### src/rtl/time_pkg.sv
// time_pkg: constants, field widths and FSM state type shared by the
// time-of-day counter and its digit counters.
package time_pkg;

    localparam int HOURS_MAX = 23;
    localparam int MIN_MAX   = 59;
    localparam int SEC_MAX   = 59;

    localparam int HOURS_W   = 5;
    localparam int MIN_W     = 6;
    localparam int SEC_W     = 6;

    typedef enum logic {
        UNSET = 1'b0,
        RUN   = 1'b1
    } state_t;

endpackage

### src/rtl/time_keeper_mod_counter.sv
// mod_counter: modulo-(MAX+1) counter with synchronous load.
//   clock, reset  : rising-edge clock, synchronous active-high reset
//   load_i        : load load_val_i (wins over en_i)
//   load_val_i    : value to load
//   en_i          : increment enable
//   count_o       : registered count
//   carry_o       : en_i && count_o == MAX (combinational, feeds next stage)
module mod_counter #(
    parameter int W   = 6,
    parameter int MAX = 59
) (
    input  logic         clock,
    input  logic         reset,
    input  logic         load_i,
    input  logic [W-1:0] load_val_i,
    input  logic         en_i,
    output logic [W-1:0] count_o,
    output logic         carry_o
);

    logic [W-1:0] count_q;
    logic [W-1:0] count_d;

    assign carry_o = en_i && (count_q == W'(MAX));

    always_comb begin
        count_d = count_q;
        if (load_i)
            count_d = load_val_i;
        else if (en_i)
            count_d = carry_o ? '0 : count_q + W'(1);
    end

    always_ff @(posedge clock) begin
        if (reset)
            count_q <= '0;
        else
            count_q <= count_d;
    end

    assign count_o = count_q;

endmodule

### src/rtl/time_keeper.sv
// time_keeper: hh:mm:ss time-of-day counter loaded from the UART time-set
// receiver and advanced by a prescaled one-second tick.
//
// Build option: define TIME_KEEPER_ALARM_EN to add the sticky go-home alarm
// (alarm_ack input, alarm_o output).
//
// Ports:
//   clock, reset   : rising-edge clock, synchronous active-high reset
//   load           : set-time strobe, sampled every cycle
//   ore, minute    : hours / minutes to load
//   hours_o, minutes_o, seconds_o : current time
//   time_valid     : a legal load has been accepted
//   sec_tick       : one-cycle pulse on each seconds increment
//   day_wrap       : one-cycle pulse on 23:59:59 -> 00:00:00
//   load_err       : one-cycle pulse after an out-of-range load
//   alarm_ack      : clears alarm_o (alarm build)
//   alarm_o        : sticky alarm at ALARM_H:ALARM_M:00 (alarm build)
module time_keeper
    import time_pkg::*;
#(
    parameter int TICKS_PER_SEC = 50_000_000,
    parameter int ALARM_H       = 17,
    parameter int ALARM_M       = 0
) (
    input  logic               clock,
    input  logic               reset,
    input  logic               load,
    input  logic [HOURS_W-1:0] ore,
    input  logic [MIN_W-1:0]   minute,
    output logic [HOURS_W-1:0] hours_o,
    output logic [MIN_W-1:0]   minutes_o,
    output logic [SEC_W-1:0]   seconds_o,
    output logic               time_valid,
    output logic               sec_tick,
    output logic               day_wrap,
    output logic               load_err
`ifdef TIME_KEEPER_ALARM_EN
    ,
    input  logic               alarm_ack,
    output logic               alarm_o
`endif
);

    localparam int PW = (TICKS_PER_SEC > 2) ? $clog2(TICKS_PER_SEC) : 1;
    localparam logic [PW-1:0] PRESC_TC = PW'(TICKS_PER_SEC - 1);

    // Elaboration-time parameter sanity checks.
    if (TICKS_PER_SEC < 2) begin : g_bad_tps
        $error("TICKS_PER_SEC must be >= 2");
    end
    if (ALARM_H < 0 || ALARM_H > HOURS_MAX || ALARM_M < 0 || ALARM_M > MIN_MAX) begin : g_bad_alarm
        $error("ALARM_H/ALARM_M out of range");
    end

    state_t        state_q;
    logic [PW-1:0] presc_q;
    logic          time_valid_q;
    logic          sec_tick_q;
    logic          day_wrap_q;
    logic          load_err_q;

    logic legal_load;
    logic term_cnt;
    logic tick_d;
    logic sec_carry, min_carry, hr_carry;

    assign legal_load = load && (ore <= HOURS_W'(HOURS_MAX)) && (minute <= MIN_W'(MIN_MAX));
    assign term_cnt   = (state_q == RUN) && (presc_q == PRESC_TC);
    // A load on the terminal count restarts the second, so no tick.
    assign tick_d     = term_cnt && !legal_load;

    mod_counter #(.W(SEC_W), .MAX(SEC_MAX)) u_sec (
        .clock      (clock),
        .reset      (reset),
        .load_i     (legal_load),
        .load_val_i ('0),
        .en_i       (tick_d),
        .count_o    (seconds_o),
        .carry_o    (sec_carry)
    );

    mod_counter #(.W(MIN_W), .MAX(MIN_MAX)) u_min (
        .clock      (clock),
        .reset      (reset),
        .load_i     (legal_load),
        .load_val_i (minute),
        .en_i       (sec_carry),
        .count_o    (minutes_o),
        .carry_o    (min_carry)
    );

    mod_counter #(.W(HOURS_W), .MAX(HOURS_MAX)) u_hr (
        .clock      (clock),
        .reset      (reset),
        .load_i     (legal_load),
        .load_val_i (ore),
        .en_i       (min_carry),
        .count_o    (hours_o),
        .carry_o    (hr_carry)
    );

    always_ff @(posedge clock) begin
        if (reset) begin
            state_q      <= UNSET;
            presc_q      <= '0;
            time_valid_q <= 1'b0;
            sec_tick_q   <= 1'b0;
            day_wrap_q   <= 1'b0;
            load_err_q   <= 1'b0;
        end else begin
            sec_tick_q <= tick_d;
            day_wrap_q <= hr_carry;
            load_err_q <= load && !legal_load;
            if (legal_load) begin
                state_q      <= RUN;
                presc_q      <= '0;
                time_valid_q <= 1'b1;
            end else begin
                case (state_q)
                    UNSET:   presc_q <= '0;
                    RUN:     presc_q <= term_cnt ? '0 : presc_q + PW'(1);
                    default: presc_q <= '0;
                endcase
            end
        end
    end

    assign time_valid = time_valid_q;
    assign sec_tick   = sec_tick_q;
    assign day_wrap   = day_wrap_q;
    assign load_err   = load_err_q;

`ifdef TIME_KEEPER_ALARM_EN
    logic               alarm_q;
    logic               alarm_set;
    logic [MIN_W-1:0]   nxt_min;
    logic [HOURS_W-1:0] nxt_hr;

    // Time the counters will show after a seconds rollover this cycle.
    assign nxt_min = min_carry ? '0 : minutes_o + MIN_W'(1);
    assign nxt_hr  = hr_carry  ? '0 : (min_carry ? hours_o + HOURS_W'(1) : hours_o);

    assign alarm_set =
        (sec_carry && nxt_min == MIN_W'(ALARM_M) && nxt_hr == HOURS_W'(ALARM_H)) ||
        (legal_load && ore == HOURS_W'(ALARM_H) && minute == MIN_W'(ALARM_M));

    always_ff @(posedge clock) begin
        if (reset)
            alarm_q <= 1'b0;
        else if (alarm_set)
            alarm_q <= 1'b1;
        else if (alarm_ack || legal_load)
            alarm_q <= 1'b0;
    end

    assign alarm_o = alarm_q;
`endif

endmodule
### config.mk
export PLATFORM = sky130hd
export DESIGN_NAME = time_keeper
export DESIGN_NICKNAME = d
export VERILOG_FILES = /design/src/rtl/time_pkg.sv /design/src/rtl/time_keeper_mod_counter.sv /design/src/rtl/time_keeper.sv
export SDC_FILE = /design/constraint.sdc
export NUM_CORES = 1
export LEC_CHECK = 0
export CAP_MARGIN = 30
export CORE_MARGIN = 3
export CORE_UTILIZATION = 44
export CTS_CLUSTER_SIZE = 24
export DETAILED_ROUTE_END_ITERATION = 16
export PLACE_DENSITY = 0.74
export SYNTH_ARGS = -nofsm -noshare
export SYNTH_HDL_FRONTEND = slang
export SYNTH_HIERARCHICAL = 1
export SYNTH_SLANG_ARGS = --single-unit
### constraint.sdc
create_clock -name clock -period 3.51 [get_ports clock]
set_input_delay 0.702 -clock clock [delete_from_list [all_inputs] [get_ports clock]]
set_output_delay 0.702 -clock clock [all_outputs]
set_load 0.05 [all_outputs]
==> summary.md, run 1 <==
| Metric | Value |
|---|---|
| I/O Buffers | 34 |
| Async SR Flop Fraction | 0% |
| Worst Path Max Fanout | 4 |
| Startpoint Class | flop |
| Largest net degree at the start of global routing | 30 |
| Slew Limit Fails | 0 |
| CP peak stage delay | 0.39 ns |
| Synth Instances | 279 |
| Worst hold margin | 0.466 ns |
| Dominant synthesized flop cell | dfxtp_1 |
| Worst Path Arrival | 3.29 ns |
| Clk_skew | 0.00978 ns |
| Synth Warn # | 6 |
| Min-delay src | presc_q[0]$_SDFF_PP0_ |
| Leak Pwr | 0.971 nW |
| Cell Pwr Density | 352 nW/µm² |
| RSZ-0062 raised after global routing | no |
| Vias per inst | 5.51 |
| Area Growth Syn to Fin | 21.1% |
| CTS sink cnt | 47 |
| Measured slew at the worst slew-check pin | 0.501 ns |
| Worst Hold Path Cells | 1 |
| R2R Path Start | presc_q[0]$_SDFF_PP0_ |
| Int Pwr | 0.750 mW |
| Met2 wire length | 2560 µm |
| # Max-Cap Violations | 0 |
| Post-Route WL | 5410 µm |
| Fin. Hold Viols | 0 |
| Post-route minimum period | 3.07 ns |
| IO Pins | 35 |
| Period utilisation layout | 87.5% |
| Routed met3 length | 223 µm |
| Initial detailed-routing violation count | 111 |
| Sw Share | 27.9% |
| Family with the most delay on the worst path | simple AND/OR/NAND/NOR gates |
| Rel. slew slack | 66.5% |
| Cell Count, Final, Fillers Out | 394 |
| # rows | 26 |
| Highest routing layer actually used | met4 |
| Library cells used by synthesis | 52 |
| ANT cells | 0 |
| Fill cell count | 492 |
| FF/Latch Area | 941 µm² |
| First-pass GRT wire length | 9340 µm |
| Vias in the first global route | 2,016 |
| R2R Setup Slk | 0.44 ns |
| EDFF count, synth | 0 |
| Die Area | 6480 µm² |
| Clock tree buffer depth | 2 |
| Met1 WL | 2600 µm |
| Post-route DRC | 0 |
| Switching pwr | 0.291 mW |
| Max Freq | 326 MHz |
| Reg-to-Reg End | u_hr/count_o[3]$_SDFFE_PP0P_ |
| DP Wirelength | 3880 µm |
| CP most frequent cell | nand4_1 |
| Combinational share of power | 15.3% |
| Synth Area per Inst | 8.75 µm² |
| Height of the die | 80.5 µm |
| Worst Hold End | presc_q[0]$_SDFF_PP0_ |
| Max VDD drop | 0.220 mV |
| Fin area | 2960 µm² |
| GPL Wtd Cong | 0.813 |
| Cts bufs inserted | 5 |
| Sequential Power Share | 54.7% |
| CP cell instances | ha_1 > nand3_1 > or2_2 > nor3_1 > and3b_1 > nand4_1 > nor2_1 > nand4_1 > nor2_1 > nand4_1 > or3b_1 > a221oi_2 |
| Setup repair bufs after CTS | 0 |
| Clock-pin slew on the worst setup and hold paths | 0.09 ns |
| Worst Hold Class | flop to flop |
| Sum Neg Setup Slack | 0 ns |
| Vias post-DR | 2,170 |
| Cells after DPL | 386 |
| Core ar. | 5240 µm² |
| Synthesized flop and latch total | 47 |
| Root buf cell | clkbuf_8 |
| Post-cts sizing count | 0 |
| Total GRT Usage | 18.0% |
| Final Setup Violations | 0 |
| Wire per inst | 13.7 µm |
| Crit end category | flop |
| WP buf/inv | 0 |
| Tot Pwr | 1.04 mW |
| Area occupied by multi-input gates | 1400 µm² |
| Starting density of the core | 46.6% |
| Slowest CP cell | or3b_1 |
| CP Class | flop to flop |
| CTS tree | yes |
| TritonRoute pass-1 iters | 5 |
| Final antenna-violating net count | 0 |
| Cell Area, Synth | 2440 µm² |
| Nets@finish | 341 |
| Data required, critical path | 3.73 ns |
| Initial antenna violation count | 0 |
| Grt total ovfl | 0 |
| Status | finished clean |
| Cell count of the worst reg-to-reg path | 12 |
| CTS Hold Bufs | 0 |
| Htree depth | 2 |
| Sequential fraction of the synthesis area | 38.5% |
| Placed Instance Area | 2880 µm² |
| Skew-Pair Late Insertion Delay | 0.30 ns |
| Layout cells sized above 1 | 9.26% |
| Clk pwr share | 30.0% |
| Die Wd | 80.5 µm |
==> layer usage <==
metal / vias up / track usage (%)
met3: 2 / 4.48
met5: - / 0
met1: 1026 / 23.5
met2: 31 / 29.7
li1: 1111 / -
met4: 0 / 4.56
==> cell type report <==
class / count / share of cell area, %
inverter: 14 / 1.78
clock buffer: 7 / 2.58
tap: 70 / 2.96
sequential: 47 / 31.8
multi-input combinational: 214 / 47.4
clock inverter: 1 / 0.169
timing repair buffer: 41 / 13.3
==> sequential cells by signal (all words and copies together) (netlist names) <==
register and cells:
u_min/count_o 6, sec_tick 1, load_err 1, day_wrap 1, u_hr/count_o 5, u_sec/count_o 6
time_valid 1, presc_q 26
==> kinds of logic after synthesis <==
kind of cell / Yosys count / synth area share [%]
buf+inv: 23 / 4.87
flops: 47 / 38.5
fa+ha+maj: 4 / 2.05
other cells: 1 / 0.154
xor+xnor: 18 / 6.46
compound gates: 57 / 17.7
mux: 4 / 1.79
simple gates: 125 / 28.4
==> cells in the final DEF, fill, tap and decap left out, types with 3 or more instances in the layout <==
master,count
nor4_1,5
clkdlybuf4s50_1,34
a21boi_0,4
nor3_1,5
and3b_1,3
clkbuf_8,5
nand4_1,14
conb_1,6
inv_1,14
or3_1,3
mux2_2,3
a21oi_1,16
buf_4,7
nand2_1,22
nand3_1,6
nand3b_1,3
a221oi_1,5
xnor2_1,15
and3_1,7
dfxtp_1,47
o21a_1,3
ha_1,4
xor2_1,3
o31ai_1,3
nor2b_1,3
or4_1,4
o21ai_0,8
nor2_1,33
==> synthesized netlist by cell type (all sizes together) (2+ instances only) <==
cell	instances	area, µm²
dfxtp	47	941
nor2	33	124
nand2	22	82.6
a21oi	16	80.1
nand4	15	109
xnor2	15	131
inv	14	52.6
o21ai	8	40.0
and3	7	43.8
a221oi	6	58.8
buf	6	55.1
nand3	6	30.0
and3b	5	46.3
nor3	5	25.0
nor4	5	31.3
or3	5	33.8
or4	5	41.3
a21boi	4	30.0
ha	4	50.1
o2111ai	4	47.6
clkbuf	3	11.3
mux2	3	33.8
nand3b	3	22.5
nor2b	3	18.8
o21a	3	22.5
o31ai	3	22.5
or2	3	18.8
xor2	3	26.3
a311oi	2	17.5
nand2b	2	12.5
nand4b	2	17.5
o211ai	2	15.0
o221ai	2	17.5
o32ai	2	17.5
o41ai	2	32.5
==> metrics by stage <==
step	utilization [%]	setup WS, ns
finish	56.5	0.438
global route	56.5	0.152
CTS	56.5	0.461
detailed placement	54.9	0.197
global placement	54.9	0.354
floorplan	-	0.0561
==> worst reg2reg max path, cell delays in order (launching register included) <==
cell,delay [ns]
dfxtp_1,0.38
ha_1,0.20
nand3_1,0.10
or2_2,0.33
nor3_1,0.26
and3b_1,0.26
nand4_1,0.15
nor2_1,0.18
nand4_1,0.17
nor2_1,0.21
nand4_1,0.14
or3b_1,0.39
a221oi_2,0.23
==> worst max-delay path by stage <==
stage / from / end / slack (ns) / depth (start not counted)
after global routing: presc_q[0]$_SDFF_PP0_ / u_hr/count_o[3]$_SDFFE_PP0P_ / 0.15 / 12
after CTS: presc_q[0]$_SDFF_PP0_ / u_hr/count_o[3]$_SDFFE_PP0P_ / 0.46 / 12
after floorplan: presc_q[0]$_SDFF_PP0_ / u_hr/count_o[3]$_SDFFE_PP0P_ / 0.06 / 14
after detailed placement: minute[3] / u_hr/count_o[3]$_SDFFE_PP0P_ / 0.20 / 11
final: presc_q[0]$_SDFF_PP0_ / u_hr/count_o[3]$_SDFFE_PP0P_ / 0.44 / 12
after global placement: minute[5] / u_hr/count_o[1]$_SDFFE_PP0P_ / 0.35 / 12
==> power groups by stage <==
stage / clock, mW / sequential, mW / combinational [mW]
after floorplan: 0 / 0.627 / 0.0521
after global placement: 0 / 0.581 / 0.158
after detailed placement: 0 / 0.582 / 0.159
after CTS: 0.326 / 0.569 / 0.160
after global routing: 0.347 / 0.573 / 0.169
final: 0.313 / 0.569 / 0.159
Power figures use the tool's default switching activity.
==> inputs of run 2 (changes only) <==
Settings changed: CORE_MARGIN 3 to 4.
==> summary.md, run 2 (synthesis results as in run 1) <==
| Metric | Value |
|---|---|
| Status | finished clean |
| CTS tree | yes |
| Die Area | 6810 µm² |
| CTS sink cnt | 47 |
| Worst hold margin | 0.481 ns |
| R2R Path Start | presc_q[0]$_SDFF_PP0_ |
| # Max-Cap Violations | 0 |
| Htree depth | 2 |
| Cell Count, Final, Fillers Out | 393 |
| Clock-pin slew on the worst setup and hold paths | 0.08 ns |
| Sum Neg Setup Slack | 0 ns |
| Max reg flops | 26 |
| Total GRT Usage | 17.4% |
| Post-route minimum period | 2.97 ns |
| Initial antenna violation count | 0 |
| Skew-Pair Late Insertion Delay | 0.30 ns |
| Int Pwr | 0.765 mW |
| Combinational share of power | 15.1% |
| Cts bufs inserted | 5 |
| I/O Buffers | 34 |
| GPL Wtd Cong | 0.812 |
| Initial detailed-routing violation count | 108 |
| Starting density of the core | 46.6% |
| DP Wirelength | 3870 µm |
| Rel. slew slack | 62.5% |
| Clk_skew | 0.00444 ns |
| RSZ-0062 raised after global routing | no |
| Fill cell count | 501 |
| Min-delay src | presc_q[0]$_SDFF_PP0_ |
| Clock tree buffer depth | 2 |
| Area Growth Syn to Fin | 21.3% |
| Largest net degree at the start of global routing | 30 |
| Fin area | 2960 µm² |
| Cells after DPL | 386 |
| Layout cells sized above 1 | 9.60% |
| Core ar. | 5240 µm² |
| Cell Pwr Density | 356 nW/µm² |
| Grt total ovfl | 0 |
| Nets@finish | 341 |
| CP Class | flop to flop |
| Vias post-DR | 2,158 |
| Switching pwr | 0.290 mW |
| Vias per inst | 5.49 |
| Worst Path Arrival | 3.16 ns |
| Commonest non-fill, non-tap cell in the layout | dfxtp_1 |
| Final Setup Violations | 0 |
| IO Pins | 35 |
| Startpoint Class | flop |
| Crit end category | flop |
| Wire per inst | 13.6 µm |
| CTS Hold Bufs | 0 |
| Measured slew at the worst slew-check pin | 0.558 ns |
| Sequential Power Share | 54.0% |
| Clk pwr share | 31.0% |
| # rows | 26 |
| Top reg by flops | presc_q |
| ANT cells | 0 |
| Setup crit start | presc_q[0]$_SDFF_PP0_ |
| Period utilisation layout | 84.6% |
| Post-route DRC | 0 |
| Tot Pwr | 1.05 mW |
| Data required, critical path | 3.70 ns |
| Height of the die | 82.5 µm |
| Max Freq | 337 MHz |
| Final antenna-violating net count | 0 |
| Setup repair bufs after CTS | 0 |
| Worst Hold Class | flop to flop |
| Root buf cell | clkbuf_8 |
| Sw Share | 27.5% |
| Post-Route WL | 5350 µm |
| TritonRoute pass-1 iters | 4 |
| Max VDD drop | 0.170 mV |
| Vias in the first global route | 2,043 |
| Worst Path Max Fanout | 7 |
| Die Wd | 82.5 µm |
| Placed Instance Area | 2880 µm² |
| Fin. Hold Viols | 0 |
| Post-cts sizing count | 0 |
| Most frequent cells in the layout | dfxtp_1, clkdlybuf4s50_1, nor2_1 |
| First-pass GRT wire length | 9230 µm |
| Slew Limit Fails | 0 |
| Leak Pwr | 0.976 nW |
==> run 2: power groups by stage <==
stage,Sequential [mW],Clock (mW),Combinational (mW)
6_report,0.569,0.327,0.159
3_3_place_gp,0.581,0,0.158
4_1_cts,0.569,0.340,0.159
5_1_grt,0.573,0.364,0.170
2_1_floorplan,0.627,0,0.0521
3_5_place_dp,0.582,0,0.159
==> run 2: layer usage <==
| layer | vias to the layer above | global-route usage, % | share of wire (%) |
|---|---|---|---|
| li1 | 1112 | - | - |
| met1 | 996 | 22.4 | 46 |
| met2 | 46 | 28.8 | 48 |
| met3 | 4 | 3.90 | 5.5 |
| met4 | 0 | 5.39 | 1.0 |
| met5 | - | 0 | 0 |
==> run 2: layout make-up <==
cell class                 count  area [µm²]  share of cell area (%)
clock inverter                 1        5.00                   0.169
tap                           70        87.6                    2.96
inverter                      14        52.6                    1.77
clock buffer                   6        82.6                    2.79
sequential                    47         941                    31.8
multi-input combinational    214        1400                    47.3
timing repair buffer          41         393                    13.3
==> run 2: final timing paths <==
check        slack, ns  cells past startpoint                           end
max reg2reg       0.54                     13  u_hr/count_o[1]$_SDFFE_PP0P_
max               0.54                     13  u_hr/count_o[1]$_SDFFE_PP0P_
min reg2reg       0.48                      1         presc_q[0]$_SDFF_PP0_
min               0.48                      1         presc_q[0]$_SDFF_PP0_
==> run 2: worst max-delay path: stages (launching register included) <==
cell and delay (ns):
dfxtp_1 0.37, ha_1 0.20, nand3_1 0.11, or2_2 0.32
nor3_1 0.26, and3b_1 0.24, nand4_1 0.15, nor2_1 0.16
nand4_1 0.16, nor2_1 0.19, buf_4 0.18, mux2_2 0.33
mux2i_1 0.13, nor2_1 0.05
==> run 2: per-stage QoR <==
stage | utilization (%) | setup WS (ns)
floorplan | - | 0.0561
global placement | 54.9 | 0.344
detailed placement | 54.9 | 0.268
CTS | 56.6 | 0.528
global route | 56.6 | 0.232
finish | 56.6 | 0.539
==> inputs of run 3 (changes only) <==
Clock period 3.51 ns to 2.62 ns, I/O delays scaled along.
==> summary.md, run 3 (synthesis results as in run 1) <==
| Metric | Value |
|---|---|
| TritonRoute pass-1 iters | 4 |
| Vias post-DR | 2,343 |
| Initial detailed-routing violation count | 83 |
| Fin area | 3390 µm² |
| Height of the die | 82.5 µm |
| # Max-Cap Violations | 0 |
| Placed Instance Area | 3110 µm² |
| Most frequent cells in the layout | buf_4, dfxtp_1, nor2_1 |
| Skew-Pair Late Insertion Delay | 0.31 ns |
| Status | finished with violations |
| DP Wirelength | 4120 µm |
| First-pass GRT wire length | 10,100 µm |
| CTS sink cnt | 47 |
| Clock tree buffer depth | 2 |
| Post-route minimum period | 2.73 ns |
| Vias per inst | 5.40 |
| Post-Route WL | 5850 µm |
| Htree depth | 2 |
| GPL Wtd Cong | 0.797 |
| # rows | 26 |
| IO Pins | 35 |
| Wire per inst | 13.5 µm |
| Top reg by flops | presc_q |
| RSZ-0062 raised after global routing | yes |
| Fin. Hold Viols | 0 |
| I/O Buffers | 34 |
| Worst Path Max Fanout | 3 |
| Rel. slew slack | 60.2% |
| Worst Hold Class | flop to flop |
| Final antenna-violating net count | 0 |
| Grt total ovfl | 0 |
| Root buf cell | clkbuf_8 |
| Die Area | 6810 µm² |
| Starting density of the core | 46.6% |
| Data required, critical path | 2.84 ns |
| Largest net degree at the start of global routing | 30 |
| Layout cells sized above 1 | 23.9% |
| Total GRT Usage | 19.4% |
| Final Setup Violations | 2 |
| CTS tree | yes |
| Cts bufs inserted | 5 |
| Commonest non-fill, non-tap cell in the layout | buf_4 |
| Slew Limit Fails | 0 |
| ANT cells | 0 |
| Startpoint Class | flop |
| CP Class | flop to flop |
| Die Wd | 82.5 µm |
| Post-route DRC | 0 |
| Worst hold margin | 0.450 ns |
| Crit end category | flop |
| Max VDD drop | 0.261 mV |
| Cell Pwr Density | 454 nW/µm² |
| CTS Hold Bufs | 0 |
| Initial antenna violation count | 0 |
| Failing checks | negative setup slack |
| Leak Pwr | 1.22 nW |
| Clock-pin slew on the worst setup and hold paths | 0.08 ns |
| Clk_skew | 0.00209 ns |
| Max Freq | 366 MHz |
| Area Growth Syn to Fin | 38.7% |
| Vias in the first global route | 2,255 |
| Core ar. | 5240 µm² |
| Measured slew at the worst slew-check pin | 0.591 ns |
| Period utilisation layout | 104% |
| Final WS setup | -0.109 ns |
| Max reg flops | 26 |
| Worst Path Arrival | 2.95 ns |
| Nets@finish | 381 |
[run 3: stage by stage]
stage	utilization (%)	setup TNS [ns]	cells	setup WS [ns]	total power, mW
floorplan	-	-0.700	284	-0.370	0.911
CTS	63.2	0	430	0.00927	1.55
finish	64.7	-0.166	434	-0.109	1.54
global placement	59.4	-1.22	411	-0.303	0.993
detailed placement	59.4	-2.12	411	-0.455	0.997
global route	64.7	-0.764	434	-0.255	1.61
[run 3: final timing paths]
check / slack (ns) / cells after the start / endpoint / startpoint
min reg2reg: 0.45 / 1 / presc_q[0]$_SDFF_PP0_ / presc_q[0]$_SDFF_PP0_
min: 0.45 / 1 / presc_q[0]$_SDFF_PP0_ / presc_q[0]$_SDFF_PP0_
max reg2reg: -0.11 / 12 / u_hr/count_o[3]$_SDFFE_PP0P_ / presc_q[1]$_SDFF_PP0_
max: -0.11 / 12 / u_hr/count_o[3]$_SDFFE_PP0P_ / presc_q[1]$_SDFF_PP0_
[run 3: cell type report]
| class | count | area [µm²] |
|---|---|---|
| inverters | 14 | 52.6 |
| flip-flops and latches | 47 | 948 |
| well taps | 70 | 87.6 |
| fillers | 419 | 1850 |
| repair buffers | 81 | 692 |
| clock buffers | 6 | 82.6 |
| clock inverters | 2 | 35.0 |
| multi-input cells | 214 | 1490 |
[run 3: power breakdown]
group | leakage, nW | switching (mW) | internal, mW | total (mW)
registers | 0.385 | 0.0295 | 0.734 | 0.763
logic | 0.775 | 0.132 | 0.0863 | 0.218
clock network | 0.0612 | 0.248 | 0.309 | 0.557
total | 1.22 | 0.410 | 1.13 | 1.54
[run 3: repair_timing]
item | in CTS | in global routing
pin swaps | 7 | 10
buffers inserted | 11 | 9
endpoints found under the setup margin | 2 | 14
resized for setup | 6 | 10
[run 3: critical path, stage by stage (launching register included)]
cell and delay (ns):
dfxtp_2 0.37, ha_4 0.16, nand3_4 0.06, or2_4 0.25, nor3_4 0.18, and3b_1 0.19
nand4_1 0.15, nor2_2 0.16, nand4_1 0.18, nor2_4 0.15, nand4_1 0.15, or3b_4 0.41
a221oi_2 0.24
[run 3: routing by layer]
metal | vias to the layer above | GRT usage, % | share of wire [%]
met5 | - | 0 | 0
met4 | 0 | 7.68 | 1.8
met3 | 10 | 5.10 | 5.3
met2 | 46 | 33.7 | 50
met1 | 1100 | 22.7 | 43
li1 | 1187 | - | -
